===== config.mk =====
export PLATFORM = sky130hd
export DESIGN_NAME = ccg_sig_sweep_flat
export DESIGN_NICKNAME = d
export VERILOG_FILES = /design/src/rtl/ccg_sig_sweep_if.sv /design/src/rtl/ccg_sig_sweep.sv /design/src/flat_wrapper.sv
export SDC_FILE = /design/constraint.sdc
export NUM_CORES = 1
export LEC_CHECK = 0
export ABC_AREA = 0
export CAP_MARGIN = 20
export CORE_MARGIN = 3
export CORE_UTILIZATION = 54
export DETAILED_ROUTE_END_ITERATION = 8
export PLACE_DENSITY_LB_ADDON = 0.08
export SYNTH_ARGS = -nofsm -noshare
export SYNTH_HDL_FRONTEND = slang
export SYNTH_SLANG_ARGS = --single-unit

===== constraint.sdc =====
create_clock -name clk -period 2.9 [get_ports clk]
set_clock_uncertainty 0.2 [all_clocks]
set_input_delay 0.58 -clock clk [delete_from_list [all_inputs] [get_ports clk]]
set_output_delay 0.58 -clock clk [all_outputs]
set_load 0.01 [all_outputs]

===== src/rtl/ccg_sig_sweep_if.sv =====
// Stimulus/response bundle between the sweep harness and its circuit under test.
// The slave side is the harness; the master side is whoever drives the sweep
// controls and supplies the CUT response.
interface ccg_sig_sweep_if #(
  parameter int N_IN  = 11,
  parameter int N_OUT = 30,
  parameter int SIG_W = 32
);
  logic             start;
  logic             abort;
  logic             mode;
  logic [31:0]      vec_limit;
  logic [N_IN-1:0]  dut_in;
  logic [N_OUT-1:0] dut_out;
  logic             busy;
  logic             done;
  logic [SIG_W-1:0] signature;
  logic [31:0]      vec_count;

  modport master (
    output start, abort, mode, vec_limit, dut_out,
    input  dut_in, busy, done, signature, vec_count
  );

  modport slave (
    input  start, abort, mode, vec_limit, dut_out,
    output dut_in, busy, done, signature, vec_count
  );
endinterface


===== src/rtl/ccg_sig_sweep.sv =====
// Signature sweep harness: drives an exhaustive or LFSR vector sequence onto a
// combinational (optionally pipelined) CUT and compacts every response into a
// MISR so two netlists of the same function can be compared by signature.
module ccg_sig_sweep #(
  parameter int          N_IN  = 11,
  parameter int          N_OUT = 30,
  parameter int          SIG_W = 32,
  parameter logic [31:0] POLY  = 32'h04C11DB7,
  parameter logic [31:0] SEED  = 32'hFFFFFFFF,
  parameter int          LAT   = 0
) (
  input logic            clk,
  input logic            rst,
  ccg_sig_sweep_if.slave bus
);

  localparam logic [31:0]     LFSR_TAPS = 32'h80200003;
  localparam logic [N_IN-1:0] VIN_ONE   = N_IN'(32'd1);

  typedef enum logic [1:0] {
    ST_IDLE  = 2'd0,
    ST_RUN   = 2'd1,
    ST_DRAIN = 2'd2,
    ST_DONE  = 2'd3
  } state_t;

  state_t            state_r;
  state_t            state_n;
  logic              mode_r;
  logic [31:0]       rem_r;      // vectors still to issue, including the current one
  logic [31:0]       drain_r;
  logic [31:0]       lfsr_r;
  logic [N_IN-1:0]   dut_in_r;
  logic [SIG_W-1:0]  sig_r;
  logic [31:0]       cnt_r;
  logic              busy_r;
  logic              done_r;

  logic              start_ok_s;
  logic [31:0]       v_s;
  logic              issue_s;
  logic [31:0]       lfsr_nx_s;
  logic              cap_s;

  // One right-shift step of the 32-bit Galois stimulus LFSR.
  function automatic logic [31:0] lfsr_step(input logic [31:0] l);
    lfsr_step = (l >> 1) ^ (l[0] ? LFSR_TAPS : 32'h0000_0000);
  endfunction

  // MISR update with the CUT word folded down to SIG_W bits: bit i lands in
  // position i mod SIG_W, which XORs consecutive chunks and zero-extends the tail.
  function automatic logic [SIG_W-1:0] misr_step(input logic [SIG_W-1:0] s,
                                                 input logic [N_OUT-1:0] d);
    logic [SIG_W-1:0] f;
    f = {SIG_W{1'b0}};
    for (int i = 0; i < N_OUT; i++) begin
      f[i % SIG_W] = f[i % SIG_W] ^ d[i];
    end
    misr_step = {s[SIG_W-2:0], 1'b0} ^ (s[SIG_W-1] ? POLY[SIG_W-1:0] : {SIG_W{1'b0}}) ^ f;
  endfunction

  // Sweep-level qualifiers shared by the sequencer and the datapath.
  always_comb begin
    start_ok_s = 1'b0;
    v_s        = 32'd0;
    issue_s    = 1'b0;
    lfsr_nx_s  = lfsr_step(lfsr_r);
    if (state_r == ST_IDLE) begin
      start_ok_s = bus.start && !bus.abort;
    end else begin
      start_ok_s = 1'b0;
    end
    if (bus.mode) begin
      v_s = bus.vec_limit;
    end else begin
      v_s = 32'd1 << N_IN;
    end
    if ((state_r == ST_RUN) && (rem_r != 32'd0)) begin
      issue_s = 1'b1;
    end else begin
      issue_s = 1'b0;
    end
  end

  // Next-state decode for the sweep sequencer.
  always_comb begin
    state_n = state_r;
    case (state_r)
      ST_IDLE: begin
        if (start_ok_s) state_n = ST_RUN;
        else            state_n = ST_IDLE;
      end
      ST_RUN: begin
        // rem_r == 0 only for an empty LFSR sweep, which skips the drain.
        if (bus.abort)                              state_n = ST_IDLE;
        else if (rem_r > 32'd1)                     state_n = ST_RUN;
        else if ((LAT > 0) && (rem_r == 32'd1))     state_n = ST_DRAIN;
        else                                        state_n = ST_DONE;
      end
      ST_DRAIN: begin
        if (bus.abort)               state_n = ST_IDLE;
        else if (drain_r == 32'd0)   state_n = ST_DONE;
        else                         state_n = ST_DRAIN;
      end
      ST_DONE: begin
        state_n = ST_IDLE;
      end
      default: begin
        state_n = ST_IDLE;
      end
    endcase
  end

  // Sequencer state register.
  always_ff @(posedge clk) begin
    if (rst) state_r <= ST_IDLE;
    else     state_r <= state_n;
  end

  // Capture qualifier: a response is valid LAT cycles after its vector issued.
  generate
    if (LAT == 0) begin : g_comb_cut
      assign cap_s = issue_s;
    end else begin : g_piped_cut
      logic [LAT-1:0] vld_r;

      // Valid pipeline tracking in-flight vectors; an abort discards them.
      always_ff @(posedge clk) begin
        if (rst) begin
          vld_r <= {LAT{1'b0}};
        end else if (((state_r == ST_RUN) || (state_r == ST_DRAIN)) && bus.abort) begin
          vld_r <= {LAT{1'b0}};
        end else begin
          vld_r <= LAT'({vld_r, issue_s});
        end
      end

      assign cap_s = vld_r[LAT-1];
    end
  endgenerate

  // Sweep datapath: latch a new sweep, advance the stimulus, compact responses.
  always_ff @(posedge clk) begin
    if (rst) begin
      mode_r   <= 1'b0;
      rem_r    <= 32'd0;
      drain_r  <= 32'd0;
      lfsr_r   <= SEED;
      dut_in_r <= {N_IN{1'b0}};
      sig_r    <= SEED[SIG_W-1:0];
      cnt_r    <= 32'd0;
      busy_r   <= 1'b0;
      done_r   <= 1'b0;
    end else begin
      busy_r <= (state_n == ST_RUN) || (state_n == ST_DRAIN);
      done_r <= (state_n == ST_DONE);
      if (start_ok_s) begin
        mode_r  <= bus.mode;
        rem_r   <= v_s;
        lfsr_r  <= SEED;
        sig_r   <= SEED[SIG_W-1:0];
        cnt_r   <= 32'd0;
        if (v_s != 32'd0) begin
          dut_in_r <= bus.mode ? SEED[N_IN-1:0] : {N_IN{1'b0}};
        end
      end else begin
        if (issue_s) begin
          rem_r <= rem_r - 32'd1;
          // The last vector (and an aborted one) stays on the CUT inputs.
          if (!bus.abort && (rem_r != 32'd1)) begin
            lfsr_r   <= lfsr_nx_s;
            dut_in_r <= mode_r ? lfsr_nx_s[N_IN-1:0] : dut_in_r + VIN_ONE;
          end
        end
        if ((state_r == ST_RUN) && (state_n == ST_DRAIN)) begin
          drain_r <= 32'(LAT - 1);
        end else if ((state_r == ST_DRAIN) && (drain_r != 32'd0)) begin
          drain_r <= drain_r - 32'd1;
        end
        if (cap_s) begin
          sig_r <= misr_step(sig_r, bus.dut_out);
          if (cnt_r != 32'hFFFF_FFFF) begin
            cnt_r <= cnt_r + 32'd1;
          end
        end
      end
    end
  end

  assign bus.dut_in    = dut_in_r;
  assign bus.busy      = busy_r;
  assign bus.done      = done_r;
  assign bus.signature = sig_r;
  assign bus.vec_count = cnt_r;

endmodule


===== src/flat_wrapper.sv =====
// flat-port wrapper written by rule: the top's interface ports become plain ports
module ccg_sig_sweep_flat 
#(
  parameter int          N_IN  = 11,
  parameter int          N_OUT = 30,
  parameter int          SIG_W = 32,
  parameter logic [31:0] POLY  = 32'h04C11DB7,
  parameter logic [31:0] SEED  = 32'hFFFFFFFF,
  parameter int          LAT   = 0
)
  (clk, rst, bus_start, bus_abort, bus_mode, bus_vec_limit, bus_dut_out, bus_dut_in, bus_busy, bus_done, bus_signature, bus_vec_count);
  ccg_sig_sweep_if #(.N_IN(N_IN), .N_OUT(N_OUT), .SIG_W(SIG_W)) bus_i ();
  input logic clk;
  input logic rst;
  input wire logic [$bits(bus_i.start)-1:0] bus_start;
  input wire logic [$bits(bus_i.abort)-1:0] bus_abort;
  input wire logic [$bits(bus_i.mode)-1:0] bus_mode;
  input wire logic [$bits(bus_i.vec_limit)-1:0] bus_vec_limit;
  input wire logic [$bits(bus_i.dut_out)-1:0] bus_dut_out;
  output wire logic [$bits(bus_i.dut_in)-1:0] bus_dut_in;
  output wire logic [$bits(bus_i.busy)-1:0] bus_busy;
  output wire logic [$bits(bus_i.done)-1:0] bus_done;
  output wire logic [$bits(bus_i.signature)-1:0] bus_signature;
  output wire logic [$bits(bus_i.vec_count)-1:0] bus_vec_count;
  assign bus_i.start = bus_start;
  assign bus_i.abort = bus_abort;
  assign bus_i.mode = bus_mode;
  assign bus_i.vec_limit = bus_vec_limit;
  assign bus_i.dut_out = bus_dut_out;
  assign bus_dut_in = bus_i.dut_in;
  assign bus_busy = bus_i.busy;
  assign bus_done = bus_i.done;
  assign bus_signature = bus_i.signature;
  assign bus_vec_count = bus_i.vec_count;
  ccg_sig_sweep #(.N_IN(N_IN), .N_OUT(N_OUT), .SIG_W(SIG_W), .POLY(POLY), .SEED(SEED), .LAT(LAT)) u_core (.clk(clk), .rst(rst), .bus(bus_i));
endmodule

==> results of run 1 <==
## critical path, cell delays in order, from the launching register on
cell      delay, ns
dfxtp_1        0.34
or4_1          0.61
nor3b_4        0.47
a41o_2         0.45
buf_12         0.22
nor2_1         0.07
a221oi_1       0.22
nor2_1         0.07
## sequential cells by signal, indices dropped and copies added (netlist names)
name / cells
u_core.bus.vec_count: 32
u_core.drain_r: 32
u_core.bus.signature: 32
u_core.bus.dut_in: 11
u_core.rem_r: 32
u_core.lfsr_r: 32
u_core.state_r: 2
u_core.bus.done: 1
u_core.bus.busy: 1
u_core.mode_r: 1
## cells in the mapped netlist (9+ instances only)
library cell    n  area [um^2]
clkbuf_1       39          146
o211ai_1       35          263
nand4_1        32          200
and3_1         15         93.8
dfxtp_1       176         3520
xnor2_1        45          394
nor4_1         27          169
xor2_1         59          517
nand2_1       161          604
inv_1          10         37.5
or3_1          19          119
a21oi_1        65          325
a31oi_1        13         81.3
a211oi_1       10         75.1
o21ai_0        35          175
nand3_1        60          300
nor2_1         71          267
buf_2          16         80.1
or4_1           9         67.6
nor3_1         33          165
## kinds of logic (layout without fill, tap and decap cells)
kind of cell,count (synthesis),after routing,synth area share (%)
buffers and inverters,69,226,3.46
XOR/XNOR,104,104,10.6
AND/OR/NAND/NOR,487,487,28.9
AO/OA/AOI/OAI,201,201,14.9
multiplexers,1,1,0.131
adder cells (fa/ha/maj),8,8,1.16
flip-flops,176,176,40.9
## routing by layer
metal | vias up | GRT usage (%) | share of wire (%)
li1 | 4066 | - | -
met5 | - | 0 | 0
met4 | 0 | 7.45 | 1.8
met3 | 41 | 5.95 | 6.7
met2 | 287 | 42.9 | 48
met1 | 3936 | 34.2 | 43
## layout by cell type (no fill, tap or decap), types with 17 or more instances in the layout
cell,Yosys,routed
a21oi_1,65,65
buf_4,1,37
clkbuf_16,0,17
clkdlybuf4s50_1,0,142
dfxtp_1,176,176
nand2_1,161,161
nand3_1,60,60
nand4_1,32,32
nor2_1,71,70
nor3_1,33,33
nor4_1,27,27
o211ai_1,35,35
o21ai_0,35,35
or3_1,19,19
xnor2_1,45,45
xor2_1,59,59
## metrics by stage
| stage | total power [uW] | hold WS, ns |
|---|---|---|
| 2_1_floorplan | 3360 | 0.240 |
| 3_3_place_gp | 3800 | 0.248 |
| 3_5_place_dp | 3820 | 0.253 |
| 4_1_cts | 6330 | 0.270 |
| 5_1_grt | 6570 | 0.295 |
| 6_report | 6320 | 0.270 |
## report_power, final
| part | leakage, uW | internal (uW) | switching (uW) |
|---|---|---|---|
| Clock | 0.000323 | 1590 | 937 |
| Sequential | 0.00143 | 2530 | 119 |
| Combinational | 0.00245 | 513 | 629 |
| Total | 0.00420 | 4630 | 1690 |
## area by class of cell
type	count	area (um^2)	share of cell area [%]
clock buffers	21	470	4.24
clock inverters	10	183	1.65
inverters	10	37.5	0.338
multi-input cells	801	4820	43.4
flip-flops and latches	176	3520	31.7
well taps	211	264	2.38
repair buffers	185	1800	16.3
## path summary, 6_finish.rpt
path / startpoint / end / slack, ns / cells after the start
worst max register to register: u_core.rem_r[24]$_SDFFE_PP0P_ / u_core.rem_r[0]$_SDFFE_PP0P_ / 0.11 / 7
worst min register to register: u_core.lfsr_r[24]$_SDFFE_PP1P_ / u_core.lfsr_r[24]$_SDFFE_PP1P_ / 0.27 / 2
worst min-delay path: u_core.lfsr_r[24]$_SDFFE_PP1P_ / u_core.lfsr_r[24]$_SDFFE_PP1P_ / 0.27 / 2
worst max-delay path: u_core.rem_r[24]$_SDFFE_PP0P_ / u_core.rem_r[0]$_SDFFE_PP0P_ / 0.11 / 7
==> impl_metrics.json, run 1 <==
{
  "row_count": 45,
  "area_growth_pct": 28.8,
  "vias_per_cell": 5.89,
  "syn-instance-count": 1046,
  "design_area_um2": 11100,
  "wire_per_inst_um": 16.3,
  "hold_buffers": 0,
  "ios": 144,
  "status": "finished clean",
  "synth-edff-count": 0,
  "die_h_um": 132,
  "grt_max_degree": 45,
  "cts_repair_resize_count": 0,
  "path_class": "flop to flop",
  "grt_pass1_vias": 7779,
  "async_flop_share_pct": 0,
  "cts_tree": "built",
  "drc": 0,
  "vdd_drop_max_v": 0.000484,
  "utilization_pct": 71.9,
  "min-delay-path-class": "flop to flop",
  "ys_seq_area_share_pct": 40.9,
  "cts_buffer_depth": 2,
  "finalSetupViolCount": 0,
  "max_freq_mhz": 359,
  "rsz0062_at_grt": "no",
  "drv_cap": 0,
  "cts_max_level": 4,
  "diodes": 0,
  "cts.sinks": 176,
  "wl_mm": 23.1,
  "postCtsSetupRepairBufs": 0,
  "cts_inserted_buffers": 17,
  "drv_slew": 0,
  "synth-main-ff-cell": "dfxtp_1",
  "synth_nets": 1121,
  "port_buffers": 143,
  "gp_congestion": 0.909,
  "netlist_area_um2": 8620,
  "overflow": 0,
  "antenna_found_initial": 0,
  "dr.pass1.iters": 5,
  "p_leak_uw": 0.00420,
  "avgSynthCellArea_um2": 8.24,
  "drive_gt1_share_pct": 7.90,
  "end_kind": "flop",
  "core-area_um2": 15400,
  "dpl.cell_count": 1383,
  "path_max_fanout": 31,
  "grt_util_all_layers_pct": 26.0,
  "ant_nets": 0,
  "yosys_warnings": 0,
  "finalHoldViolations": 0,
  "grt_pass1_wl_mm": 37.8,
  "fin_crit_sh_pct": 96.2,
  "fill_cells": 1236,
  "tns_ns": 0,
  "pre_cts_ws_ns": 0.0463,
  "worst_pin_slew_ns": 0.640,
  "clk-insertion-delay-late_ns": 0.43,
  "power.density_nw_per_um2": 569,
  "placed_area_um2": 10400,
  "ys_ff_latch": 176,
  "period_minus_slack_ns": 2.79,
  "clk_pin_slew_ns": 0.06,
  "critPathLaunchType": "flop",
  "worstPathArrival_ns": 2.89,
  "worst_slack_ns": 0.111,
  "vias": 8330,
  "first_iter_violations": 671,
  "finalNetCount": 1266,
  "relSlewSlack_pct": 56.9,
  "die_area_um2": 17500,
  "synthDistinctLibCells": 69,
  "hpwl_mm": 16.1,
  "fp.dieW_um": 132,
  "start_util_pct": 55.8,
  "instances_no_fill": 1414,
  "clockRootBuffer": "clkbuf_16",
  "crit_required_ns": 3.00
}
Note: power is estimated with default switching activity, not from simulation.
==> run 2, diff against run 1 <==
--- a/config.mk
+++ b/config.mk
@@ -14,3 +14,4 @@
 export SYNTH_ARGS = -nofsm -noshare
 export SYNTH_HDL_FRONTEND = slang
 export SYNTH_SLANG_ARGS = --single-unit
+export TNS_END_PERCENT = 30
==> results of run 2 <==
Same layout as run 1: the final DEF is identical, and so are final timing and power.
==> run 3, diff against run 2 <==
--- a/config.mk
+++ b/config.mk
@@ -7,6 +7,7 @@
 export LEC_CHECK = 0
 export ABC_AREA = 0
 export CAP_MARGIN = 20
+export CORE_ASPECT_RATIO = 0.75
 export CORE_MARGIN = 3
 export CORE_UTILIZATION = 54
 export DETAILED_ROUTE_END_ITERATION = 8
==> run 3 against run 2 <==
Non-clock buffer count grew 5. Clock-buffer cell count decreased by 1. Final cell count about the same. Sequential power hardly changed. Largest cell class unchanged. Combinational power hardly changed. Hold slack worse by 0.0047 ns. Fmax increased by 0.25%.
==> impl_metrics.json, run 3 (same netlist as run 1, synthesis figures left out) <==
{
  "top_usage_layer": "met2",
  "instances_no_fill": 1413,
  "min-delay-path-class": "flop to flop",
  "path_class": "flop to flop",
  "finalHoldViolations": 0,
  "port_buffers": 143,
  "finalPower_uw": 6050,
  "area_growth_pct": 28.2,
  "path_max_fanout": 9,
  "regArea_um2": 3520,
  "ant_nets": 0,
  "drv_cap": 0,
  "cts.sinks": 176,
  "wire_per_inst_um": 16.3,
  "slowest_delay_ns": 0.56,
  "cts_max_level": 4,
  "hold_buffers": 0,
  "gp_congestion": 0.924,
  "die_area_um2": 17500,
  "power.density_nw_per_um2": 548,
  "status": "finished clean",
  "multi_input_area_um2": 4820,
  "tns_ns": 0,
  "period_minus_slack_ns": 2.78,
  "finalNetCount": 1271,
  "use_met3_pct": 5.76,
  "vias": 8279,
  "grt_use_met1_pct": 38.2,
  "crit_required_ns": 3.05,
  "grt_util_all_layers_pct": 26.5,
  "cts_tree": "built",
  "drive_gt1_share_pct": 8.28,
  "mostFrequentLayoutCell": "dfxtp_1",
  "hold_slack_ns": 0.266,
  "drv_slew": 0,
  "end_kind": "flop",
  "grt_pass1_wl_mm": 38.8,
  "start_util_pct": 55.9,
  "worst_pin_slew_ns": 0.605,
  "finalSetupViolCount": 0,
  "fill_cells": 1294,
  "overflow": 0,
  "die_h_um": 115,
  "diodes": 0,
  "worstPathArrival_ns": 2.93,
  "rsz0062_at_grt": "no",
  "cts_repair_resize_count": 0,
  "grt_max_degree": 53,
  "drc": 0,
  "critPathLaunchType": "flop",
  "postCtsSetupRepairBufs": 0,
  "clockRootBuffer": "clkbuf_16",
  "path_cells": "nor4_1 -> and3_1 -> a41oi_2 -> buf_4 -> nand2_1 -> o311ai_0 -> o21ai_0",
  "cts_inserted_buffers": 17,
  "vias_per_cell": 5.86,
  "fp.dieW_um": 152,
  "grt_pass1_vias": 7645,
  "first_iter_violations": 632,
  "core-area_um2": 15400,
  "cp_slowest_cell": "nor4_1",
  "clk-insertion-delay-late_ns": 0.43,
  "antenna_found_initial": 0,
  "dr.pass1.iters": 5,
  "dpl.cell_count": 1382,
  "design_area_um2": 11000,
  "vdd_drop_max_v": 0.000546,
  "clk_pin_slew_ns": 0.07,
  "fin_crit_sh_pct": 95.9,
  "final_cell_mix": "dfxtp_1 (176), nand2_1 (161), clkdlybuf4s50_1 (142), nor2_1 (70), a21oi_1 (65)",
  "p_leak_uw": 0.00418,
  "cts_buffer_depth": 2,
  "ios": 144,
  "hpwl_mm": 16.4,
  "wl_mm": 23.1,
  "max_freq_mhz": 359,
  "relSlewSlack_pct": 59.6,
  "placed_area_um2": 10500,
  "row_count": 39,
  "grt_util_met2_pct": 40.6
}
run 3: changes by cell type in the layout (fill, tap and decap cells not counted), sizes merged:
cell / delta
clkinv: -2
buf: +5
clkinvlp: +3
inv: +3
clkbuf: -1
bufinv: -3
run 3: report_power, final:
| group | total (uW) | internal (uW) | switching (uW) |
|---|---|---|---|
| Clock | 2260 | 1300 | 968 |
| Sequential | 2640 | 2530 | 118 |
| Combinational | 1140 | 513 | 628 |
run 3: worst paths after layout:
| path | from | to | slack [ns] | cells past startpoint |
|---|---|---|---|---|
| max | u_core.rem_r[16]$_SDFFE_PP0P_ | u_core.rem_r[9]$_SDFFE_PP0P_ | 0.12 | 7 |
| min reg2reg | u_core.lfsr_r[12]$_SDFFE_PP1P_ | u_core.lfsr_r[11]$_SDFFE_PP1P_ | 0.27 | 2 |
| min | u_core.lfsr_r[12]$_SDFFE_PP1P_ | u_core.lfsr_r[11]$_SDFFE_PP1P_ | 0.27 | 2 |
| max reg2reg | u_core.rem_r[16]$_SDFFE_PP0P_ | u_core.rem_r[9]$_SDFFE_PP0P_ | 0.12 | 7 |
run 3: area by class of cell:
type | instances | area share [%]
multi-input cells | 801 | 43.7
flip-flops and latches | 176 | 31.9
repair buffers | 190 | 16.6
clock buffers | 20 | 4.04
well taps | 205 | 2.32
clock inverters | 11 | 1.19
inverters | 10 | 0.340
run 3: metrics by stage:
| step | util, % | setup WS, ns |
|---|---|---|
| detailed placement | 67.9 | 0.0107 |
| finish | 71.6 | 0.118 |
| floorplan | - | 0.282 |
| global route | 71.6 | 0.0121 |
| CTS | 71.6 | 0.183 |
| global placement | 67.9 | 0.0866 |
run 3: worst max-delay path, delay by kind of cell, from the launching register on:
family,cells,cell delay (ns)
AO/OA/AOI/OAI,3,0.60
buffers and inverters,1,0.26
flip-flops,1,0.38
AND/OR/NAND/NOR,3,1.27
run 3: layer usage:
layer  wire [um]  share of wire (%)
met4         331                1.4
met5           0                  0
met1       11000                 48
met2       10100                 44
met3        1610                7.0
